--- config.mk ---
export PLATFORM = sky130hd
export DESIGN_NAME = ma_sequencer
export DESIGN_NICKNAME = d
export VERILOG_FILES = /design/src/rtl/ma_pkg.sv /design/src/rtl/ma_result_fifo.sv /design/src/rtl/ma_sequencer.sv
export SDC_FILE = /design/constraint.sdc
export NUM_CORES = 2
export LEC_CHECK = 0
export BUFFER_PORTS_ARGS = -buffer_cell sky130_fd_sc_hd__buf_2
export CAP_MARGIN = 15
export CORE_AREA = 3 3 614 616
export CTS_CLUSTER_SIZE = 28
export DETAILED_ROUTE_END_ITERATION = 12
export DIE_AREA = 0 0 617 619
export GPL_ROUTABILITY_DRIVEN = 0
export PLACE_DENSITY = 0.5
export SETUP_SLACK_MARGIN = 0.3
export SLEW_MARGIN = 0
export SYNTH_ARGS = -nofsm -noshare
export SYNTH_HDL_FRONTEND = slang
export SYNTH_HIERARCHICAL = 1
export SYNTH_SLANG_ARGS = --single-unit
--- constraint.sdc ---
create_clock -name clk -period 39.6 [get_ports clk]
set_clock_uncertainty 0.2 [all_clocks]
set_input_delay 0 -clock clk [delete_from_list [all_inputs] [get_ports clk]]
set_output_delay 0 -clock clk [all_outputs]
set_load 0.02 [all_outputs]
--- src/rtl/ma_pkg.sv ---
// ============================================================================
// Module   : ma_pkg
// Purpose  : Shared widths, defaults and FSM encodings for the MA sequencer.
// Revision : 1.0 - initial release
// ============================================================================
`default_nettype none

package ma_pkg;

    localparam int DATA_LENGTH_DEF  = 8;
    localparam int MESH_LENGTH_DEF  = 16;
    localparam int ACC_LENGTH_DEF   = 32;
    localparam int FIFO_DEPTH_DEF   = 4;
    localparam int WAIT_TIMEOUT_DEF = 64;

    localparam int IN_W  = DATA_LENGTH_DEF * MESH_LENGTH_DEF;
    localparam int OUT_W = ACC_LENGTH_DEF * MESH_LENGTH_DEF;
    localparam int CNT_W = 16;

    // Credits must be able to hold the full FIFO depth, hence depth+1 values.
    function automatic int cred_width(input int depth);
        return $clog2(depth + 1);
    endfunction

    localparam int CRED_W = cred_width(FIFO_DEPTH_DEF);

    localparam logic [2:0] ST_IDLE   = 3'd0;
    localparam logic [2:0] ST_LOAD_W = 3'd1;
    localparam logic [2:0] ST_WAIT_W = 3'd2;
    localparam logic [2:0] ST_STREAM = 3'd3;
    localparam logic [2:0] ST_DRAIN  = 3'd4;

endpackage

`default_nettype wire

--- src/rtl/ma_result_fifo.sv ---
// ============================================================================
// Module   : ma_result_fifo
// Purpose  : First-word-fall-through result FIFO with full/empty flags.
// Revision : 1.0 - initial release
// ============================================================================
`default_nettype none

module ma_result_fifo #(
    parameter int WIDTH = 32,
    parameter int DEPTH = 4
) (
    input  logic             clk,
    input  logic             rst,
    input  logic             push,
    input  logic [WIDTH-1:0] push_data,
    input  logic             pop,
    output logic [WIDTH-1:0] pop_data,
    output logic             full,
    output logic             empty
);

    localparam int AW = $clog2(DEPTH);

    logic [WIDTH-1:0] mem [DEPTH];
    logic [AW:0]      wr_ptr;
    logic [AW:0]      rd_ptr;
    logic             wr_en;
    logic             rd_en;

    // A push into a full FIFO is accepted only when the head leaves in the same cycle.
    assign wr_en = push && (!full || pop);
    assign rd_en = pop && !empty;

    assign empty    = (wr_ptr == rd_ptr);
    assign full     = (wr_ptr[AW] != rd_ptr[AW]) && (wr_ptr[AW-1:0] == rd_ptr[AW-1:0]);
    assign pop_data = empty ? '0 : mem[rd_ptr[AW-1:0]];

    always_ff @(posedge clk or posedge rst) begin
        if (rst) begin
            wr_ptr <= '0;
            rd_ptr <= '0;
        end else begin
            if (wr_en) wr_ptr <= wr_ptr + 1'b1;
            if (rd_en) rd_ptr <= rd_ptr + 1'b1;
        end
    end

    always_ff @(posedge clk) begin
        if (wr_en) mem[wr_ptr[AW-1:0]] <= push_data;
    end

endmodule

`default_nettype wire

--- src/rtl/ma_sequencer.sv ---
// ============================================================================
// Module   : ma_sequencer
// Purpose  : Tile sequencer for the systolic MA: weight load, image stream, result buffering.
// Revision : 1.0 - initial release
// ============================================================================
`default_nettype none

module ma_sequencer
    import ma_pkg::*;
#(
    parameter int DATA_LENGTH  = DATA_LENGTH_DEF,
    parameter int MESH_LENGTH  = MESH_LENGTH_DEF,
    parameter int ACC_LENGTH   = ACC_LENGTH_DEF,
    parameter int FIFO_DEPTH   = FIFO_DEPTH_DEF,
    parameter int WAIT_TIMEOUT = WAIT_TIMEOUT_DEF
) (
    input  logic                                clk,
    input  logic                                rst,
    input  logic                                start,
    input  logic [CNT_W-1:0]                    cfg_num_rows,
    input  logic                                w_valid,
    output logic                                w_ready,
    input  logic [DATA_LENGTH*MESH_LENGTH-1:0]  w_data,
    input  logic                                i_valid,
    output logic                                i_ready,
    input  logic [DATA_LENGTH*MESH_LENGTH-1:0]  i_data,
    output logic [DATA_LENGTH*MESH_LENGTH-1:0]  ma_weight,
    output logic                                ma_weight_load,
    output logic [DATA_LENGTH*MESH_LENGTH-1:0]  ma_image,
    output logic                                ma_image_load,
    input  logic                                ma_out_valid_weight,
    input  logic                                ma_out_valid_image,
    input  logic [ACC_LENGTH*MESH_LENGTH-1:0]   ma_out_data,
    output logic                                r_valid,
    input  logic                                r_ready,
    output logic [ACC_LENGTH*MESH_LENGTH-1:0]   r_data,
    output logic                                busy,
    output logic                                done,
    output logic                                err
);

    localparam int OUT_BITS  = ACC_LENGTH * MESH_LENGTH;
    localparam int CRED_BITS = cred_width(FIFO_DEPTH);
    localparam int WCNT_BITS = $clog2(MESH_LENGTH + 1);
    localparam int WD_BITS   = $clog2(WAIT_TIMEOUT + 1);

    logic [2:0]           state;
    logic [CNT_W-1:0]     rows_cfg;
    logic [CNT_W-1:0]     issued;
    logic [CNT_W-1:0]     popped;
    logic [WCNT_BITS-1:0] w_cnt;
    logic [WD_BITS-1:0]   wd_cnt;
    logic [CRED_BITS-1:0] credits;
    logic                 w_fire;
    logic                 i_fire;
    logic                 push;
    logic                 pop;
    logic                 overflow;
    logic                 fifo_full;
    logic                 fifo_empty;

    assign busy     = (state != ST_IDLE);
    assign w_ready  = (state == ST_LOAD_W);
    assign i_ready  = (state == ST_STREAM) && (credits != '0) && (issued < rows_cfg);
    assign done     = (state == ST_DRAIN) && (popped == rows_cfg);
    assign w_fire   = w_valid && w_ready;
    assign i_fire   = i_valid && i_ready;
    assign r_valid  = !fifo_empty;
    assign pop      = r_valid && r_ready;
    assign push     = ma_out_valid_image && (state != ST_IDLE);
    assign overflow = push && fifo_full && !pop;

    ma_result_fifo #(
        .WIDTH (OUT_BITS),
        .DEPTH (FIFO_DEPTH)
    ) u_fifo (
        .clk       (clk),
        .rst       (rst),
        .push      (push),
        .push_data (ma_out_data),
        .pop       (pop),
        .pop_data  (r_data),
        .full      (fifo_full),
        .empty     (fifo_empty)
    );

    always_ff @(posedge clk or posedge rst) begin
        if (rst) begin
            state          <= ST_IDLE;
            rows_cfg       <= '0;
            issued         <= '0;
            popped         <= '0;
            w_cnt          <= '0;
            wd_cnt         <= '0;
            credits        <= CRED_BITS'(FIFO_DEPTH);
            ma_weight      <= '0;
            ma_weight_load <= 1'b0;
            ma_image       <= '0;
            ma_image_load  <= 1'b0;
            err            <= 1'b0;
        end else begin
            // One credit per image row in flight or buffered; returned on consumer pop.
            if (i_fire && !pop)
                credits <= credits - 1'b1;
            else if (pop && !i_fire)
                credits <= credits + 1'b1;

            ma_weight_load <= w_fire;
            if (w_fire) ma_weight <= w_data;
            ma_image_load <= i_fire;
            if (i_fire) ma_image <= i_data;

            if (overflow) err <= 1'b1;
            if (pop && state != ST_IDLE) popped <= popped + CNT_W'(1);

            case (state)
                ST_IDLE: begin
                    if (start) begin
                        rows_cfg <= cfg_num_rows;
                        err      <= 1'b0;
                        w_cnt    <= '0;
                        issued   <= '0;
                        popped   <= '0;
                        state    <= ST_LOAD_W;
                    end
                end
                ST_LOAD_W: begin
                    if (w_fire) begin
                        w_cnt <= w_cnt + 1'b1;
                        if (w_cnt == WCNT_BITS'(MESH_LENGTH - 1)) begin
                            wd_cnt <= '0;
                            state  <= ST_WAIT_W;
                        end
                    end
                end
                ST_WAIT_W: begin
                    if (ma_out_valid_weight) begin
                        state <= (rows_cfg == '0) ? ST_DRAIN : ST_STREAM;
                    end else if (wd_cnt == WD_BITS'(WAIT_TIMEOUT - 1)) begin
                        err   <= 1'b1;
                        state <= ST_IDLE;
                    end else begin
                        wd_cnt <= wd_cnt + 1'b1;
                    end
                end
                ST_STREAM: begin
                    if (i_fire) begin
                        issued <= issued + CNT_W'(1);
                        if (issued == rows_cfg - CNT_W'(1)) state <= ST_DRAIN;
                    end
                end
                ST_DRAIN: begin
                    if (done) state <= ST_IDLE;
                end
                default: state <= ST_IDLE;
            endcase
        end
    end

endmodule

`default_nettype wire

Word-level counts from Yosys, hierarchy flattened
Memories as Yosys holds them, arrays and structs flattened.
Cells that the tools add are included.
{"block": "totals", "reg_bits": 331, "ram_bits": 2048, "in_bits": 792, "output_inout_bits": 776, "wordCells": 112, "memories": 1}
{"name": "u_fifo.mem", "depth": 4, "word_bits": 512, "rd": 1, "rd_clocked_by_memory_dff": 0, "write_ports": 1, "line": "ma_result_fifo.sv:24", "text": "logic [WIDTH-1:0] mem [DEPTH];"}
{"block": "op_classes", "addsub": 9, "magnitude_cmp": 1, "eq_ne": 20, "muxes": 34, "n_reduce_logical": 33}
{"op": "2-to-1 mux 512 bit", "count": 1}
{"op": "2-to-1 mux 16 bit", "count": 5}
{"op": "2-to-1 mux 3 bit", "count": 11}
{"op": "adder 16 x 1 -> 16 bit (second input constant)", "count": 2}
{"op": "equality test 16 bit", "count": 2}
{"op": "one-hot mux 16 bit (2 select lines)", "count": 1}
{"op": "2-to-1 mux 7 bit", "count": 4}
{"op": "logical NOT 16 bit", "count": 1}
{"op": "less-than comparator 16 bit", "count": 1}
{"op": "subtractor 16 x 1 -> 16 bit (second input constant)", "count": 1}
{"op": "logical AND 1 bit", "count": 15}
{"op": "one-hot mux 3 bit (5 select lines)", "count": 1}
{"op": "one-hot mux 7 bit (2 select lines)", "count": 1}
{"op": "2-to-1 mux 5 bit", "count": 2}
{"op": "inequality test 2 bit (second input constant)", "count": 5}
{"op": "one-hot mux 5 bit (2 select lines)", "count": 1}
{"op": "adder 3 x 1 -> 3 bit (second input constant)", "count": 3}
{"op": "nonzero test 2 bit", "count": 4}
{"op": "adder 7 x 1 -> 7 bit (second input constant)", "count": 1}
{"op": "equality test 7 x 6 -> 1 bit (second input constant)", "count": 1}
{"op": "AND reduction 7 bit", "count": 1}
{"op": "equality test 3 x 2 -> 1 bit (second input constant)", "count": 2}
{"op": "2-to-1 mux 1 bit", "count": 6}
{"op": "inequality test 2 x 1 -> 1 bit (second input constant)", "count": 3}
{"op": "17 further kinds", "count": 22}

Depth between registers and ports, before layout
{"block": "logic_depth", "word_depth": 9, "mapped_depth": 15, "mapped_depth_nobuf": 13}

By module
The synthesis kept the hierarchy.
{"mod": "ma_result_fifo", "instances": 1, "cells_each": 3278, "area_each_um2": 77413.0, "seq_area_each_um2": 61649.1}
{"mod": "ma_sequencer", "instances": 1, "cells_each": 1292, "area_each_um2": 13774.5, "seq_area_each_um2": 8134.1}

Least setup slack after synthesis
No wires, ideal clock.
{"block": "synth_path", "path_type": "register to register", "startpoint": "register u_fifo.rd_ptr[1]", "endpoint": "memory u_fifo/mem[1][0] (netlist bit) (enable)", "setup_ns": 0.947, "t_arrival_ns": 13.316, "required_time_ns": 38.453, "setup_slack_ns": 25.137, "stages_incl_launch_ff": 9, "n_path_buf": 2, "period_less_slack_ns": 14.463, "cell_sequence": "dfrtp_1 buf_2 xor2_1 nor3_2 clkbuf_1 nand2b_1 inv_1 or4_1 and3_1"}
{"block": "synth_via", "elab_chain_cells": 7}
{"item": "start: declaration", "line": "ma_result_fifo.sv:26", "text": "logic [AW:0] rd_ptr;"}
{"item": "start signal: assignment", "line": "ma_result_fifo.sv:44", "text": "if (rd_en) rd_ptr <= rd_ptr + 1'b1;"}
{"item": "equality test 3 bit", "line": "ma_result_fifo.sv:34", "text": "assign empty = (wr_ptr == rd_ptr);"}
{"item": "named net fifo_empty", "line": "ma_sequencer.sv:60", "text": "logic fifo_empty;"}
{"item": "logical NOT 1 bit", "line": "ma_sequencer.sv:68", "text": "assign r_valid = !fifo_empty;"}
{"item": "logical AND 1 bit", "line": "ma_sequencer.sv:69", "text": "assign pop = r_valid && r_ready;"}
{"item": "named net pop", "line": "ma_sequencer.sv:57", "text": "logic pop;"}
{"item": "logical OR 1 bit", "line": "ma_result_fifo.sv:31", "text": "assign wr_en = push && (!full || pop);"}
{"item": "logical AND 1 bit", "line": "ma_result_fifo.sv:31"}
{"item": "2-to-1 mux 1 bit", "line": "ma_result_fifo.sv:49", "text": "if (wr_en) mem[wr_ptr[AW-1:0]] <= push_data;"}
{"item": "2-to-1 mux 1 bit (not written as such)", "line": "ma_result_fifo.sv:49"}
{"item": "end: declaration", "line": "ma_result_fifo.sv:24"}
The timed path passes the listed nets, and every way through them passes these cells.

Worst setup path in the final report
{"block": "layout_path", "startpoint": "register u_fifo.rd_ptr[1]", "endpoint": "output port r_data[304]"}
{"block": "layout_via", "elab_chain_cells": 2}
{"item": "equality test 3 bit", "line": "ma_result_fifo.sv:34"}
{"item": "named net fifo_empty", "line": "ma_sequencer.sv:60"}
{"item": "2-to-1 mux 512 bit", "line": "ma_result_fifo.sv:36", "text": "assign pop_data = empty ? '0 : mem[rd_ptr[AW-1:0]];"}
{"item": "end: declaration", "line": "ma_sequencer.sv:36", "text": "output logic [ACC_LENGTH*MESH_LENGTH-1:0] r_data,"}
The timed path passes the listed nets, and every way through them passes these cells.

==> flow_summary.yaml <==
die:
  core_box_area_um2: 372000
  die_h_um: 619
  die-width_um: 617
  fp.dieArea_um2: 382000
  initial_utilization_pct: 24.5
  i_o_pins: 1568
  placementRows: 224
critical_path:
  worstPathArrival_ns: 6.03
  cp_slowest_stage_delay_ns: 0.93
  worst-setup-path-type: "reg2out"
  cpMaxStageDelayCell: "dfrtp_4"
  worst_path_max_fanout: 134
  cp_cell_sequence: "xor2_1 > nor3_4 > buf_4 > buf_4 > buf_12 > buf_4 > nor2b_1 > buf_2"
  cp-start-kind: "register"
  cpMostUsedCell: "buf_4"
  critPathRequiredTime_ns: 39.40
  worstSetupEndpointType: "primary output"
synthesis:
  synth.ff_latch_count: 2379
  syn-cell-area_um2: 91200
  synth-main-ff-cell: "edfxtp_1"
  netlist_instances: 4570
  synth_edf_count: 2048
  syn_nets: 5392
  synthesis.yosys.warnings: 6
  post_synthesis_sequential_area_ratio_pct: 76.5
  synthDistinctLibCells: 63
  synth.avg_cell_area_um2: 20.0
  async_flop_share_pct: 13.9
cts:
  path_clk_slew_ns: 0.06
  cts_tree: "done"
  numCtsBuffers: 278
  post_cts_buffers: 0
  htree_num_levels: 5
  cts.hold.buffers_added: 1644
  clock_tree.buffer_depth: 4
  ctsRootBufferMaster: "clkbuf_16"
  worst_skew_pair.late_latency_ns: 0.85
  clock-sinks: 2379
  post_cts_resize_count: 0
finish:
  final_cell_count_no_fill: 13100
  post-route-cell-area_um2: 130000
  fraction_of_layout_instances_using_a_drive_strength_above_1_pct: 33.1
  layout_common_cells: "edfxtp_1 (2048), dlygate4sd3_1 (1644), buf_2 (1567)"
  final_common_cell: "edfxtp_1"
  fin_util_pct: 35.1
  nets: 8719
  syn_to_final_growth_pct: 43.1
pwr:
  fraction_of_power_consumed_by_combinational_cells_pct: 38.0
  power_switching_mw: 3.46
  total_leakage_power_nw: 49.1
  switching_share_pct: 36.6
  vdd_drop_max_uv: 67.7
  pwr-share-clk_pct: 26.6
  cellPowerDensity_nw_per_um2: 72.5
  power_frac_seq_pct: 35.4
  cell_internal_power_mw: 6.00
timing:
  fin_crit_ns: 6.23
  timing.final.crit_share_pct: 15.7
  tightest_slew_ns: 1.21
  timing.hold.ws_ns: 0.138
  max_slew_margin_pct: 18.4
  timing.setup.tns_ns: 0
  fmax_ghz: 0.160
  drv_slew: 0
  setup-violations-final: 0
  final_hold_viol_count: 0
  unrepaired_setup_endpoints_after_global_routing: "false"
routing:
  final_antenna_net_count: 0
  num_vias: 55800
  residual_drc: 0
  route.detailed.vias_per_inst: 4.25
  wirelength_um: 298000
  detailedRoute.firstPassIterationCount: 7
  post_drt_wl_per_cell_um: 22.7
  drt_first_iter_violations: 3669
grt:
  grt_pass1_wl_um: 425000
  antenna_found_initial: 129
  gr-usage-all-layers_pct: 15.0
  first_global_vias: 59500
  grt-ovfl-total: 0
  grt_max_degree: 148
run_status:
  run_status: "finished, final reports clean"
place:
  cell_total_after_placement: 10900
  placed_cell_areas_um2: 105000
  port_buffers: 1567
  hpwlAfterDp_um: 201000
run:
  max-cap-violations: 0
min_path:
  hp-class: "in2reg"
## path summary, 6_finish.rpt
kind,startpoint,end,slack (ns),cells after the start
min in group asynchronous,rst,u_fifo/wr_ptr[2],0.26,4
max in group asynchronous,rst,ma_weight[74],35.67,7
worst min-delay path,w_valid,wd_cnt[6],0.14,4
worst min register to register,ma_weight[92],ma_weight[92],0.27,2
worst max register to register,u_fifo/rd_ptr[1],u_fifo/mem[0][404],33.77,9
worst max-delay path,u_fifo/rd_ptr[1],r_data[304],33.37,8
## sequential cells by signal, indices dropped and copies added, names as in the netlist, 5 cells and up
signal	cells
issued	16
ma_image	128
ma_weight	128
popped	16
rows_cfg	16
u_fifo/mem	2048
w_cnt	5
wd_cnt	7
## layout make-up
| class | instances | area [um^2] |
|---|---|---|
| diodes | 61 | 153 |
| clock buffers | 352 | 7450 |
| clock inverters | 144 | 1570 |
| fillers | 35300 | 241000 |
| inverters | 36 | 155 |
| multi-input cells | 1928 | 20200 |
| flip-flops and latches | 2379 | 69800 |
| well taps | 4972 | 6220 |
| repair buffers | 3274 | 24900 |
## power by group through the flow
stage,clock network [mW],registers [mW],logic (mW)
floorplan,0,3.63,2.13
global placement,0,3.39,3.58
detailed placement,0,3.41,3.56
CTS,2.60,3.36,3.72
global route,2.69,3.39,3.81
finish,2.52,3.36,3.59
## kinds of logic after synthesis
logic type               Yosys count  share of synthesized area [%]
AND/OR/NAND/NOR                 1095                           6.19
AO/OA/AOI/OAI                     89                          0.613
buffers and inverters            263                           1.31
XOR/XNOR                          69                          0.663
multiplexers                     645                           14.3
adder cells (fa/ha/maj)           30                          0.420
flip-flops                      2379                           76.5
## per-layer routing
layer,wire [um],vias up,part of all wire [%],global-route usage (%)
met4,13200,52,4.4,6.18
met2,158000,1870,53,27.6
li1,-,24600,-,-
met3,17000,586,5.7,3.05
met5,345,-,0.12,0
met1,110000,28700,37,16.9
## critical path, delay by kind of cell, from the launching register on
family | cells | cell delay [ns]
xor+xnor | 1 | 0.35
flops | 1 | 0.93
simple gates | 2 | 0.39
buf+inv | 5 | 3.07
## stage by stage
| stage | total power [mW] | worst slack (ns) |
|---|---|---|
| floorplan | 5.76 | 25.14 |
| finish | 9.47 | 33.37 |
| CTS | 9.68 | 33.08 |
| global placement | 6.97 | 33.61 |
| global route | 9.89 | 32.85 |
| detailed placement | 6.98 | 33.58 |
## synth_stat cells, types with 21 or more instances
master,instances,area (um^2)
buf_2,119,596
buf_1,21,78.8
mux4_2,512,11500
ha_1,29,363
o21ai_0,37,185
clkbuf_1,74,278
nand2_1,430,1610
nor2_1,53,199
edfxtp_1,2048,61500
nand3_1,25,125
inv_1,34,128
xnor2_1,25,219
nor2b_1,514,3220
mux2_2,130,1460
dfrtp_1,330,8260
xor2_1,44,385
Power figures use the tool's default switching activity.
